## config.mk

```make
export PLATFORM = sky130hd
export DESIGN_NAME = regfile_wb_arbiter
export DESIGN_NICKNAME = d
export VERILOG_FILES = /design/src/rtl/risc8_pkg.sv /design/src/rtl/wb_hold_buf.sv /design/src/rtl/regfile_wb_arbiter.sv
export SDC_FILE = /design/constraint.sdc
export NUM_CORES = 1
export LEC_CHECK = 0
export BUFFER_PORTS_ARGS = -buffer_cell sky130_fd_sc_hd__buf_2
export CAP_MARGIN = 20
export CORE_UTILIZATION = 35
export CTS_CLUSTER_SIZE = 10
export DETAILED_ROUTE_END_ITERATION = 6
export SETUP_SLACK_MARGIN = 0.4
export SKIP_LAST_GASP = 1
export SLEW_MARGIN = 20
export SYNTH_ARGS = -nofsm -noshare
export SYNTH_HDL_FRONTEND = slang
export SYNTH_SLANG_ARGS = --single-unit
```

## constraint.sdc

```tcl
create_clock -name clk -period 3.5 [get_ports clk]
set_clock_uncertainty 0.2 [all_clocks]
set_input_delay 1.05 -clock clk [delete_from_list [all_inputs] [get_ports clk]]
set_output_delay 1.05 -clock clk [all_outputs]
set_load 0.05 [all_outputs]
```

## src/rtl/risc8_pkg.sv

```systemverilog
// Shared definitions for the risc8 write-back path: source encodings,
// pointer register indices and the byte-set overlap test.
package risc8_pkg;

  typedef enum logic [1:0] {
    SRC_NONE = 2'd0,
    SRC_ALU  = 2'd1,
    SRC_MEM  = 2'd2,
    SRC_PTR  = 2'd3
  } wb_src_e;

  localparam logic [5:0] REG_X = 6'd26;
  localparam logic [5:0] REG_Y = 6'd28;
  localparam logic [5:0] REG_Z = 6'd30;

  // A word write covers {d&~1, d|1}; a byte write covers {d}.
  // If either side is a word, the sets meet exactly when the pair index matches.
  function automatic logic wb_overlap(input logic [5:0] a_d, input logic a_word,
                                      input logic [5:0] b_d, input logic b_word);
    if (a_word || b_word) return a_d[5:1] == b_d[5:1];
    return a_d == b_d;
  endfunction

endpackage

```

## src/rtl/wb_hold_buf.sv

```systemverilog
// One-entry write-back hold buffer with valid/ready capture and an aging
// counter that saturates at MAX_WAIT while the entry waits for a grant.
module wb_hold_buf
  import risc8_pkg::*;
#(
  parameter int unsigned MAX_WAIT = 3
) (
  input  logic        clk,
  input  logic        reset,
  input  logic        in_valid,
  output logic        in_ready,
  input  logic [5:0]  in_d,
  input  logic        in_word,
  input  logic [15:0] in_data,
  input  logic        grant,
  output logic        full,
  output logic [5:0]  d,
  output logic        word,
  output logic [15:0] data,
  output logic        aged
);

  localparam int unsigned AW = ($clog2(MAX_WAIT + 1) > 0) ? $clog2(MAX_WAIT + 1) : 1;
  localparam logic [AW-1:0] AGE_MAX = AW'(MAX_WAIT);

  logic          full_q, full_d;
  logic [5:0]    d_q, d_d;
  logic          word_q, word_d;
  logic [15:0]   data_q, data_d;
  logic [AW-1:0] age_q, age_d;

  // Capture, release and aging of the single entry.
  always_comb begin
    in_ready = !full_q || grant;
    full_d   = full_q;
    d_d      = d_q;
    word_d   = word_q;
    data_d   = data_q;
    age_d    = age_q;
    if (in_valid && in_ready) begin
      full_d = 1'b1;
      d_d    = in_d;
      word_d = in_word;
      data_d = in_data;
      age_d  = '0;
    end else if (grant) begin
      full_d = 1'b0;
      age_d  = '0;
    end else if (full_q && (age_q != AGE_MAX)) begin
      age_d = age_q + 1'b1;
    end
  end

  // Entry state register.
  always_ff @(posedge clk) begin
    if (!reset) begin
      full_q <= 1'b0;
      d_q    <= '0;
      word_q <= 1'b0;
      data_q <= '0;
      age_q  <= '0;
    end else begin
      full_q <= full_d;
      d_q    <= d_d;
      word_q <= word_d;
      data_q <= data_d;
      age_q  <= age_d;
    end
  end

  assign full = full_q;
  assign d    = d_q;
  assign word = word_q;
  assign data = data_q;
  assign aged = full_q && (age_q >= AGE_MAX);

endmodule

```

## src/rtl/regfile_wb_arbiter.sv

```systemverilog
// Write-back arbiter for the single register-file write port. ALU requests
// go straight to arbitration; load and pointer write-backs are held in
// one-entry buffers that gain priority when aged or when they would be
// overtaken by an overlapping ALU write.
module regfile_wb_arbiter
  import risc8_pkg::*;
#(
  parameter int unsigned MAX_WAIT = 3
) (
  input  logic        clk,
  input  logic        reset,
  input  logic        alu_valid,
  input  logic [5:0]  alu_d,
  input  logic        alu_word,
  input  logic [15:0] alu_data,
  output logic        alu_stall,
  input  logic        mem_valid,
  output logic        mem_ready,
  input  logic [5:0]  mem_d,
  input  logic        mem_word,
  input  logic [15:0] mem_data,
  input  logic        ptr_valid,
  output logic        ptr_ready,
  input  logic [5:0]  ptr_d,
  input  logic [15:0] ptr_data,
  input  logic [5:0]  qa,
  input  logic [5:0]  qb,
  input  logic        qa_word,
  output logic        hazard,
  output logic        write,
  output logic        write_word,
  output logic [5:0]  d,
  output logic [15:0] Rd
);

  logic        mbuf_full, mbuf_word, mbuf_aged, mbuf_grant;
  logic [5:0]  mbuf_d;
  logic [15:0] mbuf_data;
  logic        pbuf_full, pbuf_word, pbuf_aged, pbuf_grant;
  logic [5:0]  pbuf_d;
  logic [15:0] pbuf_data;

  wb_src_e     grant_src;
  logic        mbuf_prom, pbuf_prom, rr_mem;
  logic        sel_word;
  logic [5:0]  sel_d;
  logic [15:0] sel_data;

  logic        last_ptr_q, last_ptr_d;
  logic        write_q, write_d;
  logic        write_word_q, write_word_d;
  logic [5:0]  d_q, d_d;
  logic [15:0] rd_q, rd_d;

  wb_hold_buf #(.MAX_WAIT(MAX_WAIT)) u_mbuf (
    .clk(clk), .reset(reset),
    .in_valid(mem_valid), .in_ready(mem_ready),
    .in_d(mem_d), .in_word(mem_word), .in_data(mem_data),
    .grant(mbuf_grant),
    .full(mbuf_full), .d(mbuf_d), .word(mbuf_word), .data(mbuf_data), .aged(mbuf_aged)
  );

  wb_hold_buf #(.MAX_WAIT(MAX_WAIT)) u_pbuf (
    .clk(clk), .reset(reset),
    .in_valid(ptr_valid), .in_ready(ptr_ready),
    .in_d(ptr_d), .in_word(1'b1), .in_data(ptr_data),
    .grant(pbuf_grant),
    .full(pbuf_full), .d(pbuf_d), .word(pbuf_word), .data(pbuf_data), .aged(pbuf_aged)
  );

  // Grant selection: promoted buffers, then ALU, then buffers round-robin.
  always_comb begin
    mbuf_prom = mbuf_full && (mbuf_aged ||
                (alu_valid && wb_overlap(mbuf_d, mbuf_word, alu_d, alu_word)));
    pbuf_prom = pbuf_full && (pbuf_aged ||
                (alu_valid && wb_overlap(pbuf_d, pbuf_word, alu_d, alu_word)));
    rr_mem    = last_ptr_q;
    grant_src = SRC_NONE;
    if (mbuf_prom && pbuf_prom)      grant_src = rr_mem ? SRC_MEM : SRC_PTR;
    else if (mbuf_prom)              grant_src = SRC_MEM;
    else if (pbuf_prom)              grant_src = SRC_PTR;
    else if (alu_valid)              grant_src = SRC_ALU;
    else if (mbuf_full && pbuf_full) grant_src = rr_mem ? SRC_MEM : SRC_PTR;
    else if (mbuf_full)              grant_src = SRC_MEM;
    else if (pbuf_full)              grant_src = SRC_PTR;

    mbuf_grant = (grant_src == SRC_MEM);
    pbuf_grant = (grant_src == SRC_PTR);
    alu_stall  = alu_valid && (grant_src != SRC_ALU);

    last_ptr_d = last_ptr_q;
    if (mbuf_grant) last_ptr_d = 1'b0;
    if (pbuf_grant) last_ptr_d = 1'b1;
  end

  // Winner's payload and next write-port contents; word writes are forced aligned.
  always_comb begin
    sel_word = 1'b0;
    sel_d    = '0;
    sel_data = '0;
    case (grant_src)
      SRC_ALU: begin sel_word = alu_word;  sel_d = alu_d;  sel_data = alu_data;  end
      SRC_MEM: begin sel_word = mbuf_word; sel_d = mbuf_d; sel_data = mbuf_data; end
      SRC_PTR: begin sel_word = pbuf_word; sel_d = pbuf_d; sel_data = pbuf_data; end
      default: ;
    endcase
    write_d      = (grant_src != SRC_NONE);
    write_word_d = sel_word;
    d_d          = sel_word ? {sel_d[5:1], 1'b0} : sel_d;
    rd_d         = sel_data;
  end

  // Registered write port and round-robin state.
  always_ff @(posedge clk) begin
    if (!reset) begin
      write_q      <= 1'b0;
      write_word_q <= 1'b0;
      d_q          <= '0;
      rd_q         <= '0;
      last_ptr_q   <= 1'b1;
    end else begin
      write_q      <= write_d;
      write_word_q <= write_word_d;
      d_q          <= d_d;
      rd_q         <= rd_d;
      last_ptr_q   <= last_ptr_d;
    end
  end

  // Read-after-write hazard against buffered writes and the in-flight port write.
  always_comb begin
    hazard = (mbuf_full && wb_overlap(qa, qa_word, mbuf_d, mbuf_word)) ||
             (pbuf_full && wb_overlap(qa, qa_word, pbuf_d, pbuf_word)) ||
             (write_q   && wb_overlap(qa, qa_word, d_q, write_word_q)) ||
             (mbuf_full && wb_overlap(qb, 1'b0, mbuf_d, mbuf_word)) ||
             (pbuf_full && wb_overlap(qb, 1'b0, pbuf_d, pbuf_word)) ||
             (write_q   && wb_overlap(qb, 1'b0, d_q, write_word_q));
  end

  assign write      = write_q;
  assign write_word = write_word_q;
  assign d          = d_q;
  assign Rd         = rd_q;

endmodule

```

== Yosys cells after proc, flatten, opt, wreduce, memory -nomap -nowiden ==
Cells that the tools add are included.

* Flip-flop bits (word level): 77
* Logic and storage cells: 124

* $add $sub $neg: 2
* $lt $le $gt $ge: 2
* Eq/ne operators: 22
* Muxes and demuxes: 39
* Bitwise logic cells: 1
* Reduce and logical (&&, ||, !) cells: 42

{| class="wikitable"
|+ Operators with widths
! cell !! count
|-
| $eq 6x6->1 || 8
|-
| $pmux 16 s3 || 1
|-
| $eq 5x5->1 || 8
|-
| $mux 1 || 29
|-
| $logic_and 1x1->1 || 19
|-
| $pmux 6 s3 || 1
|-
| $logic_or 1x1->1 || 14
|-
| $mux 2 || 7
|-
| $reduce_bool 2->1 || 3
|-
| $reduce_or 3->1 || 2
|-
| $add 2x1->2 const B || 2
|-
| $eq 2x2->1 const B || 2
|-
| $ge 2x2->1 const B || 2
|-
| $ne 2x2->1 const B || 2
|-
| $reduce_or 2->1 || 2
|-
| $pmux 1 s3 || 1
|-
| $eq 2x1->1 const B || 1
|-
| $logic_not 1->1 || 2
|-
| $ne 2x1->1 const B || 1
|-
| $not 1->1 || 1
|}

== Longest topological paths before layout ==
Gate-level depths: netlist of the first run.

* Depth in word-level cells: 13
* Depth in mapped cells: 9
* Gate-level depth less buffers: 7

== Cells and area by module ==
Synthesis of the first run repeated with hierarchy kept, for this count alone.

* Cells, all modules: 453
* Area, all modules: 4107.7 um^2

{| class="wikitable"
|+ Modules (own cells, without submodules)
! module !! instances !! cells each !! area each (um^2)
|-
| wb_hold_buf || 2 || 114 || 1102.3
|-
| regfile_wb_arbiter || 1 || 225 || 1903.1
|}

== Least setup slack after synthesis of the first run ==
OpenSTA, ideal clock, no wires.

* Path kind: input-to-output
* Start point: in alu_d[0]
* End point: out alu_stall
* Arrival time: 2.854 ns
* Slack: -0.604 ns
* Stages on the path: 6
* Buffers on the path: 1
* Path through: xor2_1 -> a2111o_1 -> o21ai_1 -> nor2_1 -> clkbuf_1 -> nor2_1

* Word-level cells in the longest chain between the ends: 10

{| class="wikitable"
|+ RTL lines
! item !! line !! RTL
|-
| start, declared || regfile_wb_arbiter.sv:13 || <nowiki>input logic [5:0] alu_d,</nowiki>
|-
| $eq 6x6->1 || risc8_pkg.sv:21 || <nowiki>return a_d == b_d;</nowiki>
|-
| $mux 1 || risc8_pkg.sv:21 ||
|-
| $logic_and 1x1->1 || regfile_wb_arbiter.sv:76 || <nowiki>(alu_valid && wb_overlap(pbuf_d, pbuf_word, alu_d, alu_word)));</nowiki>
|-
| $logic_or 1x1->1 || regfile_wb_arbiter.sv:75 || <nowiki>pbuf_prom = pbuf_full && (pbuf_aged ||</nowiki>
|-
| $logic_and 1x1->1 || regfile_wb_arbiter.sv:75 ||
|-
| $mux 2 || regfile_wb_arbiter.sv:81 || <nowiki>else if (pbuf_prom) grant_src = SRC_PTR;</nowiki>
|-
| $mux 2 || regfile_wb_arbiter.sv:80 || <nowiki>else if (mbuf_prom) grant_src = SRC_MEM;</nowiki>
|-
| $mux 2 (*) || regfile_wb_arbiter.sv:79 || <nowiki>if (mbuf_prom && pbuf_prom) grant_src = rr_mem ? SRC_MEM : SRC_PTR;</nowiki>
|-
| $ne 2x1->1 (*) || regfile_wb_arbiter.sv:89 || <nowiki>alu_stall = alu_valid && (grant_src != SRC_ALU);</nowiki>
|-
| $logic_and 1x1->1 (*) || regfile_wb_arbiter.sv:89 ||
|-
| end, declared || regfile_wb_arbiter.sv:16 || <nowiki>output logic alu_stall,</nowiki>
|}

Every way passes the cells marked *; elsewhere a longest branch is shown, timed or not.

== Worst setup path after layout of the first run ==
* Start point: in alu_d[2]
* End point: out ptr_ready

* Word-level cells in the longest chain between the ends: 11

{| class="wikitable"
|+ RTL lines
! item !! line !! RTL
|-
| $eq 5x5->1 || risc8_pkg.sv:20 || <nowiki>if (a_word || b_word) return a_d[5:1] == b_d[5:1];</nowiki>
|-
| $mux 1 || risc8_pkg.sv:20 ||
|-
| $mux 1 || risc8_pkg.sv:21 ||
|-
| $logic_and 1x1->1 || regfile_wb_arbiter.sv:76 ||
|-
| $logic_or 1x1->1 || regfile_wb_arbiter.sv:75 ||
|-
| $logic_and 1x1->1 || regfile_wb_arbiter.sv:75 ||
|-
| $mux 2 || regfile_wb_arbiter.sv:81 ||
|-
| $mux 2 || regfile_wb_arbiter.sv:80 ||
|-
| $mux 2 (*) || regfile_wb_arbiter.sv:79 ||
|-
| $eq 2x2->1 (*) || regfile_wb_arbiter.sv:88 || <nowiki>pbuf_grant = (grant_src == SRC_PTR);</nowiki>
|-
| $logic_or 1x1->1 (*) || wb_hold_buf.sv:34 || <nowiki>in_ready = !full_q || grant;</nowiki>
|-
| end, declared || regfile_wb_arbiter.sv:23 || <nowiki>output logic ptr_ready,</nowiki>
|}

Every way passes the cells marked *; elsewhere a longest branch is shown, timed or not. The select of a mux whose other input is x is not followed.

==> summary.md, run 1 <==
| Metric | Value |
|---|---|
| Final Non-Filler Cells | 685 |
| P per Cell Area | about 430 nW/µm² |
| Kind of critical path | input pin to primary output |
| Inst Count DP | roughly 660 |
| Vias in the first global route | around 3,500 |
| NumNets Final | between 600 and 700 |
| Area Overhead vs Synth | 37.9% |
| Mapped Area | 3750 µm² |
| Fillcell total | about 1,000 |
| Synthesized Nets | between 500 and 600 |
| Seq/Total Area, Yosys | about two fifths |
| Largest net degree at the start of global routing | between 90 and 100 |
| Layout cell share with drive strength beyond 1 | approximately 35% |
| Routed vias/inst | about 5 |
| Total congestion overflow | 0 |
| Largest area contributor in the netlist | dfxtp_1 |
| Dpl hpwl | ~7.5 mm |
| Clock Path Buffers | 2 |
| Final hold viol count | 0 |
| Worst-path fanout max | 2 |
| Synth top area cells | dfxtp_1, mux2i_1, nand2_1, xor2_1, a222oi_1 |
| Final period utilization | 106% |
| Clock latency on the worst-skew pair | 340 ps |
| Worst slew pin tran | 585 ps |
| Routed len/inst | 16.1 µm |
| Die Wd | between 100 and 150 µm |
| Global-route wire length before repair | roughly 17 mm |
| Die height | 105 µm |
| Most used DFF post-synth | dfxtp_1 |
| CTS buffer count | 9 |
| Worst Setup Slack, final | -224 ps |
| Port Buf Inserts | ~110 |
| DRC Markers | 0 |
| 1st-iter DRT viols | between 200 and 300 |
| Total track usage | roughly a fifth |
| Row cnt | 37 |
| Crit. End Element | primary output |
| Placed Area | 4660 µm² |
| Number of detailed-route iterations in the first pass | 6 |
| CTS root buffer | clkbuf_8 |
| Clock slew at reported path FFs | roughly 80 ps |
| Flip-flop and latch count after synthesis | between 70 and 80 |
| Setup TNS | -651 ps |
| CTS Hold Buffers Added | 0 |
| Initial antenna violation count | 1 |
| Endpoints failing setup | 4 |
| Core outline area | between 10,000 and 15,000 µm² |
| Post-Layout Inst Area | approximately 5200 µm² |
| Fin. max-slew vios | 0 |
| Gate count of the mapped netlist | roughly 420 |
| Die area | ~11,000 µm² |
| CP Launch Type | input pin |
| EDFF count, synth | 0 |
| H-tree depth | 3 |
| Synth Warn # | 0 |
| Finished Core Util | between 40% and 50% |
| Failing checks | setup timing |
| Top Ports | ~110 |
| Commonest cells after routing, fill and taps aside | buf_2, nand2_1, dfxtp_1 |
| Routed Antenna Nets | 0 |
| Worst Path Arrival | ~2500 ps |
| CTS tree | yes |
| Fmax | roughly 0.27 GHz |
| Peak supply drop | between 0.15 and 0.2 mV |
| Final worst path period need | 3720 ps |
| Commonest non-fill, non-tap cell in the layout | buf_2 |
| Slew Limit Headroom | approximately three fifths |
| Final wirelength | approximately 11 mm |
| Max-cap violations | 0 |
| Routability Congestion | 0.901 |
| Synth top area share | between 40% and 50% |
| Status | complete, but fails checks |
| P_leak | between 2 and 2.5 nW |
| Starting Density | a little over a third |
| Worst Path Required | 2250 ps |
| Async S/R FF share, synth | 0% |
| Post-synth cell types | 42 |
| Synthesized area per cell | a little under 9 µm² |
| Hold WC Path Type | register to register |
| Clk sinks | 77 |
| Unrepaired setup endpoints after global routing | yes |
| Via Count | about 3,400 |
| Worst hold slack | approximately 260 ps |
==> through the flow <==
step | total power [mW] | setup slack (ps)
after floorplan | 1.27 | -185
after global placement | 1.44 | -414
after detailed placement | 1.44 | -432
after CTS | 2.24 | -216
after global routing | 2.34 | -279
final | 2.23 | -224
==> sequential cells by signal, summed over array words and instances (netlist names) <==
name          flops
Rd               16
d                 6
last_ptr_q        1
u_mbuf.age_q      2
u_mbuf.d          6
u_mbuf.data      16
u_mbuf.full       1
u_mbuf.word       1
u_pbuf.age_q      2
u_pbuf.d          6
u_pbuf.data      16
u_pbuf.full       1
u_pbuf.word       1
write             1
write_word        1
==> cells in the mapped netlist, types with 3 or more instances <==
| master | instances |
|---|---|
| xor2_1 | 26 |
| clkbuf_1 | 27 |
| o21ai_0 | 6 |
| nor2_1 | 28 |
| nor4_1 | 6 |
| o211ai_1 | 3 |
| buf_2 | 6 |
| nand2b_1 | 3 |
| a222oi_1 | 22 |
| buf_4 | 3 |
| o311ai_0 | 3 |
| mux2i_1 | 47 |
| o21a_1 | 3 |
| inv_1 | 8 |
| nand2_1 | 96 |
| xnor2_1 | 23 |
| dfxtp_1 | 77 |
==> report_power, final <==
group	leakage [nW]	switching, mW	internal, mW	total, mW
Clock	0.119	0.340	0.429	0.769
Sequential	0.633	0.0497	0.932	0.982
Combinational	1.58	0.269	0.214	0.483
==> final timing paths <==
path,slack [ps],endpoint,start,depth (start not counted)
worst max-delay path,-220,ptr_ready,alu_d[2],7
worst min-delay path,260,u_mbuf.data[0],u_mbuf.data[0],2
worst max register to register,750,u_pbuf.data[2],u_pbuf.word,8
worst min register to register,260,u_mbuf.data[0],u_mbuf.data[0],2
==> final cells by class <==
type	count	area, µm²	share of cell area (%)
Multi-Input combinational cell	296	2210	42.8
Sequential cell	77	1540	29.8
Timing Repair Buffer	151	980	19.0
Tap cell	136	170	3.29
Clock buffer	10	138	2.66
Clock inverter	6	93.8	1.82
Inverter	8	30.0	0.581
Antenna cell	1	2.50	0.0484
==> logic make-up (layout without fill, tap and decap cells) <==
group           after synthesis  after routing  share of synthesized area, %
simple gates                143            143                          15.7
flops                        77             77                          41.1
compound gates               55             55                          13.0
xor+xnor                     49             49                          11.5
mux                          47             47                          12.6
buf+inv                      46            175                          5.51
fa+ha+maj                     2              2                         0.668
other cells                   0              1                             0
==> repair_timing <==
item	in CTS	in global routing
endpoints found under the setup margin	28	26
pin swaps	11	9
buffers inserted	4	2
gates resized for setup	25	21
==> worst max-delay path, stage by stage <==
cell and delay, ps:
buf_8 100, xor2_2 140, a2111o_1 370, o21a_2 250
a221oi_4 230, nand2b_4 180, buf_8 140
==> layer usage <==
| layer | share of wire, % | GRT usage (%) | vias up |
|---|---|---|---|
| li1 | - | - | 1697 |
| met1 | 44 | 25.3 | 1591 |
| met2 | 48 | 33.1 | 136 |
| met3 | 6.8 | 4.21 | 15 |
| met4 | 1.8 | 7.04 | 0 |
| met5 | 0 | 0 | - |
Power figures use the tool's default switching activity.
==> inputs of run 2 (changes only) <==
--- a/config.mk
+++ b/config.mk
@@ -10,9 +10,8 @@
 export CORE_UTILIZATION = 35
 export CTS_CLUSTER_SIZE = 10
 export DETAILED_ROUTE_END_ITERATION = 6
-export SETUP_SLACK_MARGIN = 0.4
 export SKIP_LAST_GASP = 1
-export SLEW_MARGIN = 20
+export SLEW_MARGIN = 15
 export SYNTH_ARGS = -nofsm -noshare
 export SYNTH_HDL_FRONTEND = slang
 export SYNTH_SLANG_ARGS = --single-unit
==> run 2 against run 1 <==
The run still ends with setup timing left. Global-route usage shrank 0.29 points. Highest routed layer unchanged. Maximum frequency grew 0.33%. Critical path type unchanged. Critical endpoint unchanged. Hold slack worse by 2.0 ps. Cell area down 1.2%. Via count increased by 0.49%. Critical path depth unchanged. Clock-buffer cell count unchanged. Non-clock buffer count shrank 5. Largest power group unchanged. Worst setup slack better by 12 ps.
==> summary.md, run 2 (synthesized netlist as in run 1, its figures left out) <==
| Metric | Value |
|---|---|
| Worst-path cell chain | buf_8 -> xor2_2 -> a2111o_1 -> o21a_4 -> a221oi_4 -> nand2b_4 -> buf_8 |
| Clock latency on the worst-skew pair | 340 ps |
| Multi-input combinational cell area | 2190 µm² |
| Crit. End Element | primary output |
| Worst hold slack | 260 ps |
| Kind of critical path | input pin to primary output |
| Number of detailed-route iterations in the first pass | 5 |
| H-tree depth | 3 |
| Max-cap violations | 0 |
| CTS buffer count | 9 |
| Clock Path Buffers | 2 |
| DRC Markers | 0 |
| Commonest cells after routing, fill and taps aside | buf_2, nand2_1, dfxtp_1 |
| Routed Antenna Nets | 0 |
| CP Launch Type | input pin |
| Vias in the first global route | 3,449 |
| Pre-CTS setup slack | -420 ps |
| NumNets Final | approximately 630 |
| Layout cell share with drive strength beyond 1 | a little over a third |
| Endpoints failing setup | 4 |
| Routability Congestion | a little over 0.9 |
| Top Ports | 114 |
| CTS tree | yes |
| Commonest non-fill, non-tap cell in the layout | buf_2 |
| Die area | about 11,000 µm² |
| P per Cell Area | between 400 and 500 nW/µm² |
| Total congestion overflow | 0 |
| Setup TNS | -605 ps |
| Routed len/inst | ~16 µm |
| Initial antenna violation count | 0 |
| Via Count | 3,456 |
| Final hold viol count | 0 |
| Fillcell total | around 1,000 |
| Slowest stage cell, crit path | a2111o_1 |
| Clock slew at reported path FFs | about 90 ps |
| Inst Count DP | 660 |
| Unrepaired setup endpoints after global routing | yes |
| Final Power | ~2.2 mW |
| Hold WC Path Type | register to register |
| Peak supply drop | 0.207 mV |
| Starting Density | between 30% and 40% |
| Final wirelength | 11.0 mm |
| Global-route wire length before repair | between 15 and 20 mm |
| Core outline area | a little over 10,000 µm² |
| Status | complete, but fails checks |
| Worst Path Arrival | ~2500 ps |
| Final period utilization | 106% |
| Fmax | ~0.27 GHz |
| Die height | between 100 and 150 µm |
| Slew Limit Headroom | about 65% |
| Worst-path fanout max | 3 |
| Final Non-Filler Cells | about 680 |
| Worst Path Required | roughly 2300 ps |
| Critical path's most frequent cell | buf_8 |
| Fin. max-slew vios | 0 |
| Clk sinks | a little under 80 |
| Die Wd | 105 µm |
| Final worst path period need | ~3700 ps |
| Worst Setup Slack, final | -212 ps |
| Port Buf Inserts | about 110 |
| Total track usage | 19.6% |
| Failing checks | setup timing |
| CTS root buffer | clkbuf_8 |
| Area Overhead vs Synth | 36.2% |
| Antenna Cells | 0 |
| 1st-iter DRT viols | 220 |
| Worst slew pin tran | roughly 530 ps |
| Flip-flop and latch area | 1540 µm² |
| CTS Hold Buffers Added | 0 |
| Row cnt | 37 |
| Largest net degree at the start of global routing | 53 |
| P_leak | 2.29 nW |
| Dpl hpwl | about 7.6 mm |
| Largest stage delay on the critical path | roughly 380 ps |
| Routed vias/inst | between 5 and 6 |
-- run 2: final cells by class --
cell class	instances	share of cell area, %
clock buffers	10	2.70
clock inverters	6	1.84
inverters	8	0.589
multi-input cells	296	42.9
flip-flops and latches	77	30.2
well taps	136	3.33
repair buffers	146	18.4
-- run 2: timing repair --
| action | 4_1_cts | 5_1_grt |
|---|---|---|
| buffers inserted | 2 | 1 |
| endpoints found under the setup margin | 4 | 4 |
| hold endpoints to repair | 0 | 0 |
| pin swaps | 8 | 10 |
| gates resized for setup | 28 | 26 |
-- run 2: per-layer routing --
| metal | wire length (µm) | track usage (%) |
|---|---|---|
| met5 | 0 | 0 |
| met4 | 144 | 5.63 |
| met3 | 723 | 5.07 |
| met2 | 5320 | 33.8 |
| met1 | 4770 | 23.9 |
-- run 2: final timing paths --
| path | from | endpoint | slack (ps) | cells past startpoint |
|---|---|---|---|---|
| setup / recovery | alu_d[2] | ptr_ready | -210 | 7 |
| setup reg to reg | u_pbuf.d[3] | u_pbuf.data[2] | 760 | 8 |
| hold reg to reg | u_pbuf.data[3] | u_pbuf.data[3] | 260 | 2 |
| hold / removal | u_pbuf.data[3] | u_pbuf.data[3] | 260 | 2 |
-- run 2: per-stage QoR --
stage,utilization [%],area [µm²]
2_1_floorplan,-,3770
3_3_place_gp,44.5,4620
3_5_place_dp,44.5,4620
4_1_cts,48.0,4970
5_1_grt,49.2,5100
6_report,49.2,5100
-- run 2: power breakdown --
part | switching, mW | internal, mW | total, mW | leakage (nW)
registers | 0.0487 | 0.932 | 0.981 | 0.633
logic | 0.269 | 0.206 | 0.475 | 1.54
clock network | 0.333 | 0.426 | 0.759 | 0.113
total | 0.651 | 1.56 | 2.22 | 2.29
-- run 2: worst max-delay path: cells and delay by family --
family / cells / cell delay, ps
AOI/OAI and AO/OA: 3 / 840
xor gates and xnor gates: 1 / 140
buffers and inverters: 2 / 240
and+or+nand+nor: 1 / 180
